### src/rtl/serial_subtractor_if.sv
// serial_subtractor_if: operand/result handshake bundle for the bit-serial subtractor
//   in_valid/in_ready/in1/in2/bin   operand side (master drives operands, slave accepts)
//   out_valid/out_ready/diff/bout/ovf result side (slave presents, master consumes)
interface serial_subtractor_if #(
    parameter int WIDTH = 4
);
    logic             in_valid;
    logic             in_ready;
    logic [WIDTH-1:0] in1;
    logic [WIDTH-1:0] in2;
    logic             bin;
    logic             out_valid;
    logic             out_ready;
    logic [WIDTH-1:0] diff;
    logic             bout;
    logic             ovf;

    modport master (
        output in_valid, in1, in2, bin, out_ready,
        input  in_ready, out_valid, diff, bout, ovf
    );

    modport slave (
        input  in_valid, in1, in2, bin, out_ready,
        output in_ready, out_valid, diff, bout, ovf
    );
endinterface

### src/rtl/serial_subtractor.sv
// serial_subtractor: LSB-first bit-serial diff = in1 - in2 - bin with borrow-out and signed overflow
//   clk  rising-edge clock
//   rst  asynchronous active-high reset
//   bus  serial_subtractor_if.slave: operands accepted in IDLE, result held in DONE until out_ready
module serial_subtractor #(
    parameter int WIDTH = 4
) (
    input logic                clk,
    input logic                rst,
    serial_subtractor_if.slave bus
);
    localparam int CW = (WIDTH > 2) ? $clog2(WIDTH) : 1;

    typedef enum logic [1:0] {IDLE, SHIFT, DONE} state_t;

    state_t           state;
    logic [WIDTH-1:0] a_sr, b_sr, r_sr, diff_q;
    logic [CW-1:0]    cnt;
    logic             br, a_msb, b_msb, bout_q, ovf_q, in_ready_q, out_valid_q;
    logic             d, br_next;
    logic [WIDTH-1:0] r_next;

    always_comb begin
        d       = a_sr[0] ^ b_sr[0] ^ br;
        br_next = (~a_sr[0] & b_sr[0]) | (~a_sr[0] & br) | (b_sr[0] & br);
        r_next  = {d, r_sr[WIDTH-1:1]};
    end

    always_ff @(posedge clk or posedge rst) begin
        if (rst) begin
            state       <= IDLE;
            a_sr        <= '0;
            b_sr        <= '0;
            r_sr        <= '0;
            cnt         <= '0;
            br          <= 1'b0;
            a_msb       <= 1'b0;
            b_msb       <= 1'b0;
            diff_q      <= '0;
            bout_q      <= 1'b0;
            ovf_q       <= 1'b0;
            in_ready_q  <= 1'b1;
            out_valid_q <= 1'b0;
        end else begin
            case (state)
                IDLE: if (bus.in_valid) begin
                    state      <= SHIFT;
                    a_sr       <= bus.in1;
                    b_sr       <= bus.in2;
                    br         <= bus.bin;
                    cnt        <= '0;
                    a_msb      <= bus.in1[WIDTH-1];
                    b_msb      <= bus.in2[WIDTH-1];
                    in_ready_q <= 1'b0;
                end
                SHIFT: begin
                    a_sr <= a_sr >> 1;
                    b_sr <= b_sr >> 1;
                    r_sr <= r_next;
                    br   <= br_next;
                    cnt  <= cnt + 1'b1;
                    // the last processed bit is the result MSB, so d is the sign of diff
                    if (cnt == CW'(WIDTH - 1)) begin
                        state       <= DONE;
                        diff_q      <= r_next;
                        bout_q      <= br_next;
                        ovf_q       <= (a_msb != b_msb) & (d != a_msb);
                        out_valid_q <= 1'b1;
                    end
                end
                DONE: if (bus.out_ready) begin
                    state       <= IDLE;
                    out_valid_q <= 1'b0;
                    in_ready_q  <= 1'b1;
                end
                default: state <= IDLE;
            endcase
        end
    end

    assign bus.in_ready  = in_ready_q;
    assign bus.out_valid = out_valid_q;
    assign bus.diff      = diff_q;
    assign bus.bout      = bout_q;
    assign bus.ovf       = ovf_q;
endmodule

### src/flat_wrapper.sv
// flat-port wrapper written by rule: the top's interface ports become plain ports
module serial_subtractor_flat 
#(
    parameter int WIDTH = 4
)
  (clk, rst, bus_in_valid, bus_in1, bus_in2, bus_bin, bus_out_ready, bus_in_ready, bus_out_valid, bus_diff, bus_bout, bus_ovf);
  serial_subtractor_if #(.WIDTH(WIDTH)) bus_i ();
  input logic clk;
  input logic rst;
  input wire logic [$bits(bus_i.in_valid)-1:0] bus_in_valid;
  input wire logic [$bits(bus_i.in1)-1:0] bus_in1;
  input wire logic [$bits(bus_i.in2)-1:0] bus_in2;
  input wire logic [$bits(bus_i.bin)-1:0] bus_bin;
  input wire logic [$bits(bus_i.out_ready)-1:0] bus_out_ready;
  output wire logic [$bits(bus_i.in_ready)-1:0] bus_in_ready;
  output wire logic [$bits(bus_i.out_valid)-1:0] bus_out_valid;
  output wire logic [$bits(bus_i.diff)-1:0] bus_diff;
  output wire logic [$bits(bus_i.bout)-1:0] bus_bout;
  output wire logic [$bits(bus_i.ovf)-1:0] bus_ovf;
  assign bus_i.in_valid = bus_in_valid;
  assign bus_i.in1 = bus_in1;
  assign bus_i.in2 = bus_in2;
  assign bus_i.bin = bus_bin;
  assign bus_i.out_ready = bus_out_ready;
  assign bus_in_ready = bus_i.in_ready;
  assign bus_out_valid = bus_i.out_valid;
  assign bus_diff = bus_i.diff;
  assign bus_bout = bus_i.bout;
  assign bus_ovf = bus_i.ovf;
  serial_subtractor #(.WIDTH(WIDTH)) u_core (.clk(clk), .rst(rst), .bus(bus_i));
endmodule
### config.mk
export PLATFORM = sky130hd
export DESIGN_NAME = serial_subtractor_flat
export DESIGN_NICKNAME = d
export VERILOG_FILES = /design/src/rtl/serial_subtractor_if.sv /design/src/rtl/serial_subtractor.sv /design/src/flat_wrapper.sv
export SDC_FILE = /design/constraint.sdc
export NUM_CORES = 1
export LEC_CHECK = 0
export CORE_UTILIZATION = 50
export DETAILED_ROUTE_END_ITERATION = 8
export GPL_TIMING_DRIVEN = 0
export HOLD_SLACK_MARGIN = 0.08
export PLACE_DENSITY = 0.77
export SLEW_MARGIN = 20
export SYNTH_ARGS = -nofsm -noshare
export SYNTH_HDL_FRONTEND = slang
export SYNTH_SLANG_ARGS = --single-unit
### constraint.sdc
create_clock -name clk -period 1.7 [get_ports clk]
set_clock_uncertainty 0.1 [all_clocks]
set_input_delay 0.255 -clock clk [delete_from_list [all_inputs] [get_ports clk]]
set_output_delay 0.255 -clock clk [all_outputs]
set_load 0.005 [all_outputs]
---- Word-level counts from Yosys, hierarchy flattened ----
Cells that the tools add are included.
W data, S select, Z words.
word-level totals
  logic and storage cells ................. 59
  register bits after elaboration ......... 27
  input port bits ......................... 13
operators by class
  bitwise logic cells ..................... 9
  reduce and logical (&&, ||, !) cells .... 10
  add/subtract/negate cells ............... 1
  mux-type cells .......................... 18
  equal/unequal tests ..................... 8
operator list
  operator               count
  $pmux W4 S2            2
  $reduce_and A3 Y1      3
  $mux W2                4
  $mux W4                2
  $pmux W1 S2            3
  $pmux W2 S3            1
  $reduce_and A2 Y1      3
  $reduce_bool A2 Y1     3
  $mux W1                5
  $and A1 B1 Y1          4
  $eq A2 B2 Y1 const B   2
  $ne A2 B2 Y1 const B   2
  $pmux W2 S2            1
  $add A2 B1 Y2 const B  1
  $eq A2 B1 Y1 const B   1
  $logic_not A2 Y1       1
  $ne A1 B1 Y1           2
  $ne A2 B1 Y1 const B   1
  $or A1 B1 Y1           2
  $xor A1 B1 Y1          2
  $not A1 Y1             1

---- Depth between registers and ports, before layout ----
Gate-level depths: netlist of the first run.
  depth in word-level cells ............... 5
  mapped depth ............................ 5
  depth with buffers taken out ............ 5

---- Worst setup path before layout of the first run ----
No wires, ideal clock.
  path type ............................... register -> register
  start ................................... register u_core.br
  end ..................................... register u_core.ovf_q (netlist: u_core.bus.ovf)
  buffers on the path ..................... 0
  clock period less this slack ............ 1.440 ns
  cell stages (with the launch flop) ...... 5
  slack ................................... 0.260 ns
  data arrival time ....................... 1.257 ns
  cell sequence ........................... dfrtp_1 fa_1 nor3b_1 a21oi_1 o21ai_0
on the way
  word-level cells in the longest chain between the ends .. 3
RTL lines
  what                      line                     RTL
  start: declaration        serial_subtractor.sv:19  logic br, a_msb, b_msb, bout_q, ovf_q, in_ready_q, out_valid_q;
  start signal: assignment  serial_subtractor.sv:50  br <= bus.bin;
  start signal: assignment  serial_subtractor.sv:60  br <= br_next;
  $xor A1 B1 Y1             serial_subtractor.sv:24  d = a_sr[0] ^ b_sr[0] ^ br;
  $ne A1 B1 Y1              serial_subtractor.sv:67  ovf_q <= (a_msb != b_msb) & (d != a_msb);
  $and A1 B1 Y1             serial_subtractor.sv:67
  end signal: assignment    serial_subtractor.sv:67
  end: declaration          serial_subtractor.sv:19
No other way between the ends.
A chain may end at the register's enable or synchronous reset.

---- Worst setup path after layout of the first run ----
  start ................................... register u_core.out_valid_q (netlist: u_core.bus.out_valid)
  end ..................................... output bus_out_valid
RTL lines
  what                      line                     RTL
  start: declaration        serial_subtractor.sv:19
  start signal: assignment  serial_subtractor.sv:43  out_valid_q <= 1'b0;
  start signal: assignment  serial_subtractor.sv:68  out_valid_q <= 1'b1;
  start signal: assignment  serial_subtractor.sv:73  out_valid_q <= 1'b0;
  end: declaration          flat_wrapper.sv:16       output wire logic [$bits(bus_i.out_valid)-1:0] bus_out_valid;
No word-level cell between the ends.

==> impl_metrics.json, run 1 <==
{
  "crit_family": "buffers and inverters",
  "holdWs_ns": 0.213,
  "worst_skew_pair.late_latency_ns": 0.32,
  "synthMuxAreaShare": 0.0890,
  "p_total_mw": 2.47,
  "cp-start-kind": "register",
  "viasPerCell": 5.72,
  "gp_congestion": 0.770,
  "routedWlPerCell_um": 14.8,
  "switching_share": 0.347,
  "drt_pre_antenna_iters": 4,
  "portBuffers": 20,
  "overflow": 0,
  "synth_top_cell_by_area": "dfrtp_1",
  "synth_fp_nets": 111,
  "path_cells": "clkdlybuf4s50_1",
  "synth.distinct_cells": 20,
  "critPathRequiredTime_ns": 1.34,
  "crit_slowest_cell": "clkdlybuf4s50_1",
  "synth.top_cells.by_count": "25 x dfrtp_1, 14 x a22oi_1, 12 x o21ai_0",
  "clk_path_buf_depth": 2,
  "start_util": 0.558,
  "die_w_um": 49.7,
  "syn_avg_cell_area_um2": 11.9,
  "fin_util": 0.694,
  "synth-xor-area-share": 0,
  "cts.clk_slew.worst_paths_ns": 0.14,
  "status": "complete, no violations",
  "die_y_um": 49.7,
  "synth_edf_count": 0,
  "ys.flop_type": "dfrtp_1",
  "endpoint_kind": "output port",
  "clockRootBuffer": "clkbuf_4",
  "grt_pass1_vias": 859,
  "p_switching_mw": 0.859,
  "synthAdderAreaFrac": 0.0286,
  "hp-class": "input pin to asynchronous set/reset pin",
  "pwr-share-seq": 0.441,
  "hold_viol": 0,
  "rows": 16,
  "ys_ff_latch": 26,
  "cap_violations": 0,
  "reg2regPathDepth": 5,
  "yosysTopAreaCellShare": 0.549,
  "tightest_slew_ns": 0.902,
  "async_flop_share": 1.00,
  "drt-total-wl_um": 2190,
  "dpl_worst_slack_ns": -0.0344,
  "p_comb_frac": 0.432,
  "nets": 137,
  "cellPowerDensity_nw_per_um2": 1740,
  "synth_top_family_by_area": "compound AO/OA/AOI/OAI gates",
  "yosysMostFrequentCell": "dfrtp_1",
  "drtIter0Drc": 18,
  "ff2ff_setup_slack_ns": 0.13,
  "peakVddDrop_mv": 1.31,
  "cp.depth": 1,
  "yosysWarnings": 0,
  "core_area_um2": 2040,
  "io_pins": 21,
  "arrival_ns": 1.23,
  "fin_crit_sh": 0.930,
  "clkPwrFrac": 0.127,
  "syn_inst": 96,
  "syn_area_um2": 1140,
  "antenna_cells": 0,
  "clock-sinks": 26,
  "slew_viol_final": 0,
  "reg2reg_from": "u_core.a_sr[0]$_DFFE_PP0P_",
  "crit_start": "u_core.bus.out_valid$_DFFE_PP0P_",
  "setup_violations": 0,
  "layout-drive-gt1-share": 0.174,
  "grt_usage": 0.211,
  "min_period_ns": 1.58,
  "max_clock_freq_mhz": 633,
  "crit_type": "register to output port",
  "cts_tree": "built",
  "grt_max_degree": 27,
  "slew_headroom": 0.395,
  "antenna_found_initial": 0,
  "h-tree-depth": 1,
  "area_delta_synth_final_pct": 24.5,
  "yosys-top-cells-area": "dfrtp_1 55%, a22oi_1 9.2%, mux2_2 8.9%",
  "nFillCells": 160,
  "layout_setup_ws_ns": 0.119,
  "synth-compound-area-share": 0.216,
  "rsz0062_at_grt": "no",
  "ant_nets": 0,
  "seq_area_frac_synth": 0.573,
  "dp_hpwl_um": 1540,
  "die-area_um2": 2470,
  "critPathBufInv": 1,
  "vias": 846,
  "cts_buffers": 3,
  "yosys.area_share.simple": 0.0571,
  "path_max_fanout": 3,
  "grt_pass1_wl_um": 3990,
  "drc": 0,
  "p_leak_nw": 0.608,
  "cp_slowest_stage_delay_ns": 0.51,
  "p_int_mw": 1.62
}
## power groups by stage
stage	registers (mW)	logic, mW	clock network [mW]
2_1_floorplan	1.07	0.698	0
6_report	1.09	1.07	0.314
5_1_grt	1.14	1.20	0.345
4_1_cts	1.09	1.07	0.319
3_5_place_dp	1.11	1.05	0
3_3_place_gp	1.09	1.03	0
## sequential cells by signal (all words and copies together) (netlist names), 2 cells and up
name	cells
u_core.a_sr	4
u_core.b_sr	4
u_core.bus.diff	4
u_core.cnt	2
u_core.r_sr	3
u_core.state	2
## cell families (layout without fill, tap and decap cells)
family | count (synthesis) | in the layout
adders and majority gates | 2 | 2
AOI/OAI and AO/OA | 38 | 38
muxes | 9 | 9
DFF | 26 | 26
and+or+nand+nor | 11 | 11
buffers and inverters | 10 | 35
## final timing paths
path	to
max	bus_out_valid
min	u_core.bus.diff[2]$_DFFE_PP0P_
max reg2reg	u_core.bus.ovf$_DFFE_PP0P_
min reg2reg	u_core.bus.diff[3]$_DFFE_PP0P_
max in group asynchronous	u_core.a_sr[2]$_DFFE_PP0P_
min in group clk	u_core.bus.diff[3]$_DFFE_PP0P_
## stage by stage
stage,TNS (ns),instances,cell area (µm²)
after global placement,-0.0263,143,1370
after floorplan,0,96,1140
after CTS,0,148,1420
after global routing,0,148,1420
final,0,148,1420
after detailed placement,-0.0662,143,1370
## layout make-up
type                       count  area (µm²)  area share
sequential                    26         652       0.460
multi-input combinational     60         448       0.316
timing repair buffer          21         206       0.146
clock buffer                   4        36.3      0.0256
tap                           27        33.8      0.0238
buffer                         5        22.5      0.0159
inverter                       5        18.8      0.0132
## routing by layer
layer  wire (µm)  part of all wire  vias to the layer above  global-route usage
met5           0                 0                        -                   0
li1            -                 -                      405                   -
met3          58             0.027                        2              0.0278
met1        1030              0.47                      425               0.308
met4          13            0.0059                        0              0.0714
met2        1090              0.50                       14               0.324
## placed cells by master, fill, tap and decap left out, types with 2 or more instances in the layout
cell type and count:
nand2_1 3, inv_1 4, clkbuf_1 2, mux2_2 9, nor2_1 2, o21ai_0 12, clkbuf_4 3, buf_2 3
nor2b_1 2, clkdlybuf4s50_1 19, a22o_1 5, dfrtp_1 25, a22oi_1 14, a21oi_1 6
## what timing repair did
action	CTS	global route
setup endpoints to repair	1	1
hold buffers	0	0
resized for setup	1	1
setup buffers	1	0
Note: power is estimated with default switching activity, not from simulation.
==> inputs of run 2 (changes only) <==
--- a/config.mk
+++ b/config.mk
@@ -10,7 +10,9 @@
 export GPL_TIMING_DRIVEN = 0
 export HOLD_SLACK_MARGIN = 0.08
 export PLACE_DENSITY = 0.77
+export SETUP_SLACK_MARGIN = 0.3
 export SLEW_MARGIN = 20
 export SYNTH_ARGS = -nofsm -noshare
 export SYNTH_HDL_FRONTEND = slang
 export SYNTH_SLANG_ARGS = --single-unit
+export TNS_END_PERCENT = 5
==> impl_metrics.json, run 2 (synthesis gave the netlist of run 1 again) <==
{
  "status": "complete, no violations",
  "slew_headroom": 0.392,
  "hp-class": "input pin to asynchronous set/reset pin",
  "endpoint_kind": "output port",
  "p_leak_nw": 0.637,
  "slew_viol_final": 0,
  "nets": 139,
  "gp_congestion": 0.751,
  "holdWs_ns": 0.217,
  "critPathRequiredTime_ns": 1.34,
  "path_cells": "clkdlybuf4s50_1",
  "overflow": 0,
  "cap_violations": 0,
  "hold_viol": 0,
  "drt-total-wl_um": 2240,
  "die_w_um": 49.7,
  "routedWlPerCell_um": 14.9,
  "p_comb_frac": 0.424,
  "switching_share": 0.331,
  "antenna_found_initial": 0,
  "die-area_um2": 2470,
  "peakVddDrop_mv": 1.45,
  "crit_family": "buffers and inverters",
  "max_clock_freq_mhz": 649,
  "pwr-share-seq": 0.418,
  "clkPwrFrac": 0.158,
  "cellPowerDensity_nw_per_um2": 1800,
  "rows": 16,
  "crit_type": "register to output port",
  "arrival_ns": 1.19,
  "crit_slowest_cell": "clkdlybuf4s50_1",
  "clk_path_buf_depth": 2,
  "worst_skew_pair.late_latency_ns": 0.31,
  "viasPerCell": 5.82,
  "critPathBufInv": 1,
  "min_period_ns": 1.54,
  "crit_start": "u_core.bus.out_valid$_DFFE_PP0P_",
  "drc": 0,
  "core_area_um2": 2040,
  "io_pins": 21,
  "drtIter0Drc": 23,
  "drt_pre_antenna_iters": 4,
  "layout-drive-gt1-share": 0.179,
  "final_common_cell": "dfrtp_1",
  "clockRootBuffer": "clkbuf_4",
  "dp_hpwl_um": 1630,
  "rsz0062_at_grt": "yes",
  "reg2reg_from": "u_core.br$_DFFE_PP0P_",
  "ant_nets": 0,
  "vias": 873,
  "fin_util": 0.709,
  "start_util": 0.558,
  "cts_buffers": 3,
  "portBuffers": 20,
  "grt_max_degree": 27,
  "grt_usage": 0.206,
  "hold_buffers": 0,
  "tightest_slew_ns": 0.907,
  "setup_violations": 0,
  "final_cell_mix": "25 x dfrtp_1, 17 x clkdlybuf4s50_1, 14 x a22oi_1",
  "p_int_mw": 1.75,
  "grt_pass1_wl_um": 3800,
  "grt_pass1_vias": 825,
  "path_max_fanout": 2,
  "die_y_um": 49.7,
  "fin_crit_sh": 0.906,
  "p_switching_mw": 0.863,
  "clock-sinks": 26,
  "h-tree-depth": 1,
  "antenna_cells": 0,
  "area_delta_synth_final_pct": 27.1,
  "cts.clk_slew.worst_paths_ns": 0.14,
  "cp_slowest_stage_delay_ns": 0.50,
  "cts_tree": "built",
  "cp-start-kind": "register"
}
## run 2: stage by stage
step	TNS, ns	cell area, µm²	instances	worst slack, ns	total power, mW
6_report	0	1450	150	0.160	2.61
5_1_grt	0	1450	150	0.0865	2.82
4_1_cts	0	1450	150	0.135	2.64
3_5_place_dp	-0.0661	1370	143	-0.0419	2.18
3_3_place_gp	-0.00974	1370	143	-0.00974	2.12
2_1_floorplan	0	1140	96	0.265	1.77
## run 2: power groups by stage
stage,Sequential (mW),Combinational [mW],Clock [mW]
after floorplan,1.07,0.703,0
after global placement,1.09,1.03,0
after detailed placement,1.11,1.07,0
after CTS,1.09,1.12,0.429
after global routing,1.13,1.23,0.454
final,1.09,1.11,0.414
## run 2: path summary, 6_finish.rpt
| path | endpoint | slack (ns) | cells after the start |
|---|---|---|---|
| min in group clk | u_core.bus.diff[3]$_DFFE_PP0P_ | 0.39 | 2 |
| max in group asynchronous | u_core.a_sr[0]$_DFFE_PP0P_ | 0.86 | 2 |
| setup / recovery | bus_out_valid | 0.16 | 1 |
| hold reg to reg | u_core.bus.diff[3]$_DFFE_PP0P_ | 0.39 | 2 |
| hold / removal | u_core.bus.diff[3]$_DFFE_PP0P_ | 0.22 | 2 |
| setup reg to reg | u_core.bus.ovf$_DFFE_PP0P_ | 0.16 | 4 |
## run 2: metal layers
metal / vias to the layer above / track usage / routed length [µm]
li1: 412 / - / -
met1: 427 / 0.277 / 1030
met2: 32 / 0.342 / 1090
met3: 2 / 0.0278 / 105
met4: 0 / 0.0714 / 13
met5: - / 0 / 0
## run 2: cell type report
cell class	instances	area, µm²
clock buffers	3	22.5
repair buffers	23	223
inverters	5	18.8
clock inverters	1	30.0
flip-flops and latches	26	652
multi-input cells	60	445
well taps	27	33.8
plain buffers	5	22.5
fillers	168	594
## run 2: what timing repair did
item,in CTS,in global routing
setup buffers,3,0
endpoints found under the setup margin,13,26
pin swaps,1,0
resized for setup,2,1
==> variant (settings of run 2) <==
`WIDTH` is set to 4 in 3 places; all go to 8.
--- a/src/rtl/serial_subtractor_if.sv
+++ b/src/rtl/serial_subtractor_if.sv
@@ -2,7 +2,7 @@
 //   in_valid/in_ready/in1/in2/bin   operand side (master drives operands, slave accepts)
 //   out_valid/out_ready/diff/bout/ovf result side (slave presents, master consumes)
 interface serial_subtractor_if #(
-    parameter int WIDTH = 4
+    parameter int WIDTH = 8
 );
     logic             in_valid;
     logic             in_ready;
--- a/src/rtl/serial_subtractor.sv
+++ b/src/rtl/serial_subtractor.sv
@@ -3,7 +3,7 @@
 //   rst  asynchronous active-high reset
 //   bus  serial_subtractor_if.slave: operands accepted in IDLE, result held in DONE until out_ready
 module serial_subtractor #(
-    parameter int WIDTH = 4
+    parameter int WIDTH = 8
 ) (
     input logic                clk,
     input logic                rst,
--- a/src/flat_wrapper.sv
+++ b/src/flat_wrapper.sv
@@ -1,7 +1,7 @@
 // flat-port wrapper written by rule: the top's interface ports become plain ports
 module serial_subtractor_flat 
 #(
-    parameter int WIDTH = 4
+    parameter int WIDTH = 8
 )
   (clk, rst, bus_in_valid, bus_in1, bus_in2, bus_bin, bus_out_ready, bus_in_ready, bus_out_valid, bus_diff, bus_bout, bus_ovf);
   serial_subtractor_if #(.WIDTH(WIDTH)) bus_i ();
Interface: changed (resized bus_diff, bus_in1 and bus_in2); port bits go from 21 to 33. The function was not compared with the original's and may differ.
==> variant against run 2 <==
Area after synthesis is 72% higher. Cell count is 76% higher. Highest routed layer unchanged. Routed wire length is 87% higher. Worst setup slack worse by 18 ps. Clock power is 54% higher. Sequential cell count is 17 higher. Sequential share of layout area is 2.1 points lower. Design area is 73% higher. Power is 57% higher.
==> variant: results (changes against run 2) <==
nets: 239  # +72%
p_leak_nw: 1.133  # +78%
vias: 1481  # +70%
htreeDepth: 2  # +1
place.detailed.hpwl_um: 2934  # +81%
status: "complete, no violations"
num-fill-cells: 286  # +70%
place.gp.congestion: 0.8177  # +9.0%
ys_types: 29  # +45%
grt_pass1_vias: 1550  # +88%
clk_pin_slew_ps: 80  # -60 ps
synth_seq_area_share: 0.5502  # -0.02237
grt_use_met3: 0.04401  # +0.01624
portBuffers: 32  # +60%
wirelength_um: 4180  # +87%
grt_util_met1: 0.2832  # +0.006251
max-vdd-ir-drop_mv: 0.7716  # -47%
drt_iter0_markers: 114  # +400%
swShare: 0.3483  # +0.01750
dp_slack_ps: -28.51  # +13.36 ps
startpoint: "u_core.a_sr[0]"
cts_root_buf: "clkbuf_8"
drive_gt1_frac: 0.2176  # +0.03873
met2_usage: 0.3816  # +0.03924
numCtsBuffers: 5  # +2
critPathMaxStageDelay_ps: 520  # +20 ps
slowest_stage: "fa_1"
groute.usage.overall: 0.2270  # +0.02056
synth_common_cells: "dfrtp_1, a22oi_1, nand2_1"
cp_max_fo: 3  # +1
syn_nets: 194  # +75%
grt_pass1_wl_um: 7079  # +86%
variant: cell type report:
class	count	area share
Tap cell	48	0.02392
Multi-Input combinational cell	110	0.3134
Buffer	12	0.03737
Clock inverter	2	0.004983
Inverter	5	0.007474
Clock buffer	6	0.02890
Sequential cell	43	0.4290
Timing Repair Buffer	38	0.1550
variant: metrics by stage:
step | utilization | instances | area (µm²) | hold WS [ps]
after floorplan | - | 170 | 1973 | 241.3
after global placement | 0.6333 | 250 | 2354 | 363.4
after detailed placement | 0.6387 | 251 | 2374 | 379.9
after CTS | 0.6747 | 264 | 2507 | 175.3
after global routing | 0.6758 | 264 | 2511 | 187.6
final | 0.6758 | 264 | 2511 | 161.0
variant: path summary, 6_finish.rpt:
kind / to / slack [ps] / cells after the start
max in group asynchronous: u_core.bus.in_ready / 800 / 3
hold / removal: u_core.b_sr[0] / 160 / 2
hold reg to reg: u_core.bus.diff[7] / 400 / 2
setup reg to reg: u_core.bus.ovf / 140 / 5
min in group clk: u_core.bus.diff[7] / 400 / 2
setup / recovery: u_core.bus.ovf / 140 / 5
variant: cell families after synthesis:
family          count (synthesis)  synth area share
compound gates                 64            0.2185
mux                            10           0.06709
simple gates                   33           0.08371
flops                          43            0.5502
buf+inv                        17           0.05750
fa+ha+maj                       3           0.02300
variant: power by group through the flow:
stage / Sequential, mW / Combinational, mW / Clock [mW]
after floorplan: 1.71 / 1.05 / 0
after global placement: 1.74 / 1.52 / 0
after detailed placement: 1.78 / 1.61 / 0
after CTS: 1.76 / 1.69 / 0.646
after global routing: 1.82 / 1.87 / 0.695
final: 1.77 / 1.70 / 0.637
variant: repair_timing:
action	CTS	global route
setup endpoints to repair	24	37
pin swaps	2	2
setup buffers	5	0
gates resized for setup	1	2
variant: per-layer routing:
layer,routed length [µm],share of wire
met3,146,0.035
met5,0,0
met4,85,0.020
met1,1868,0.45
met2,2080,0.50
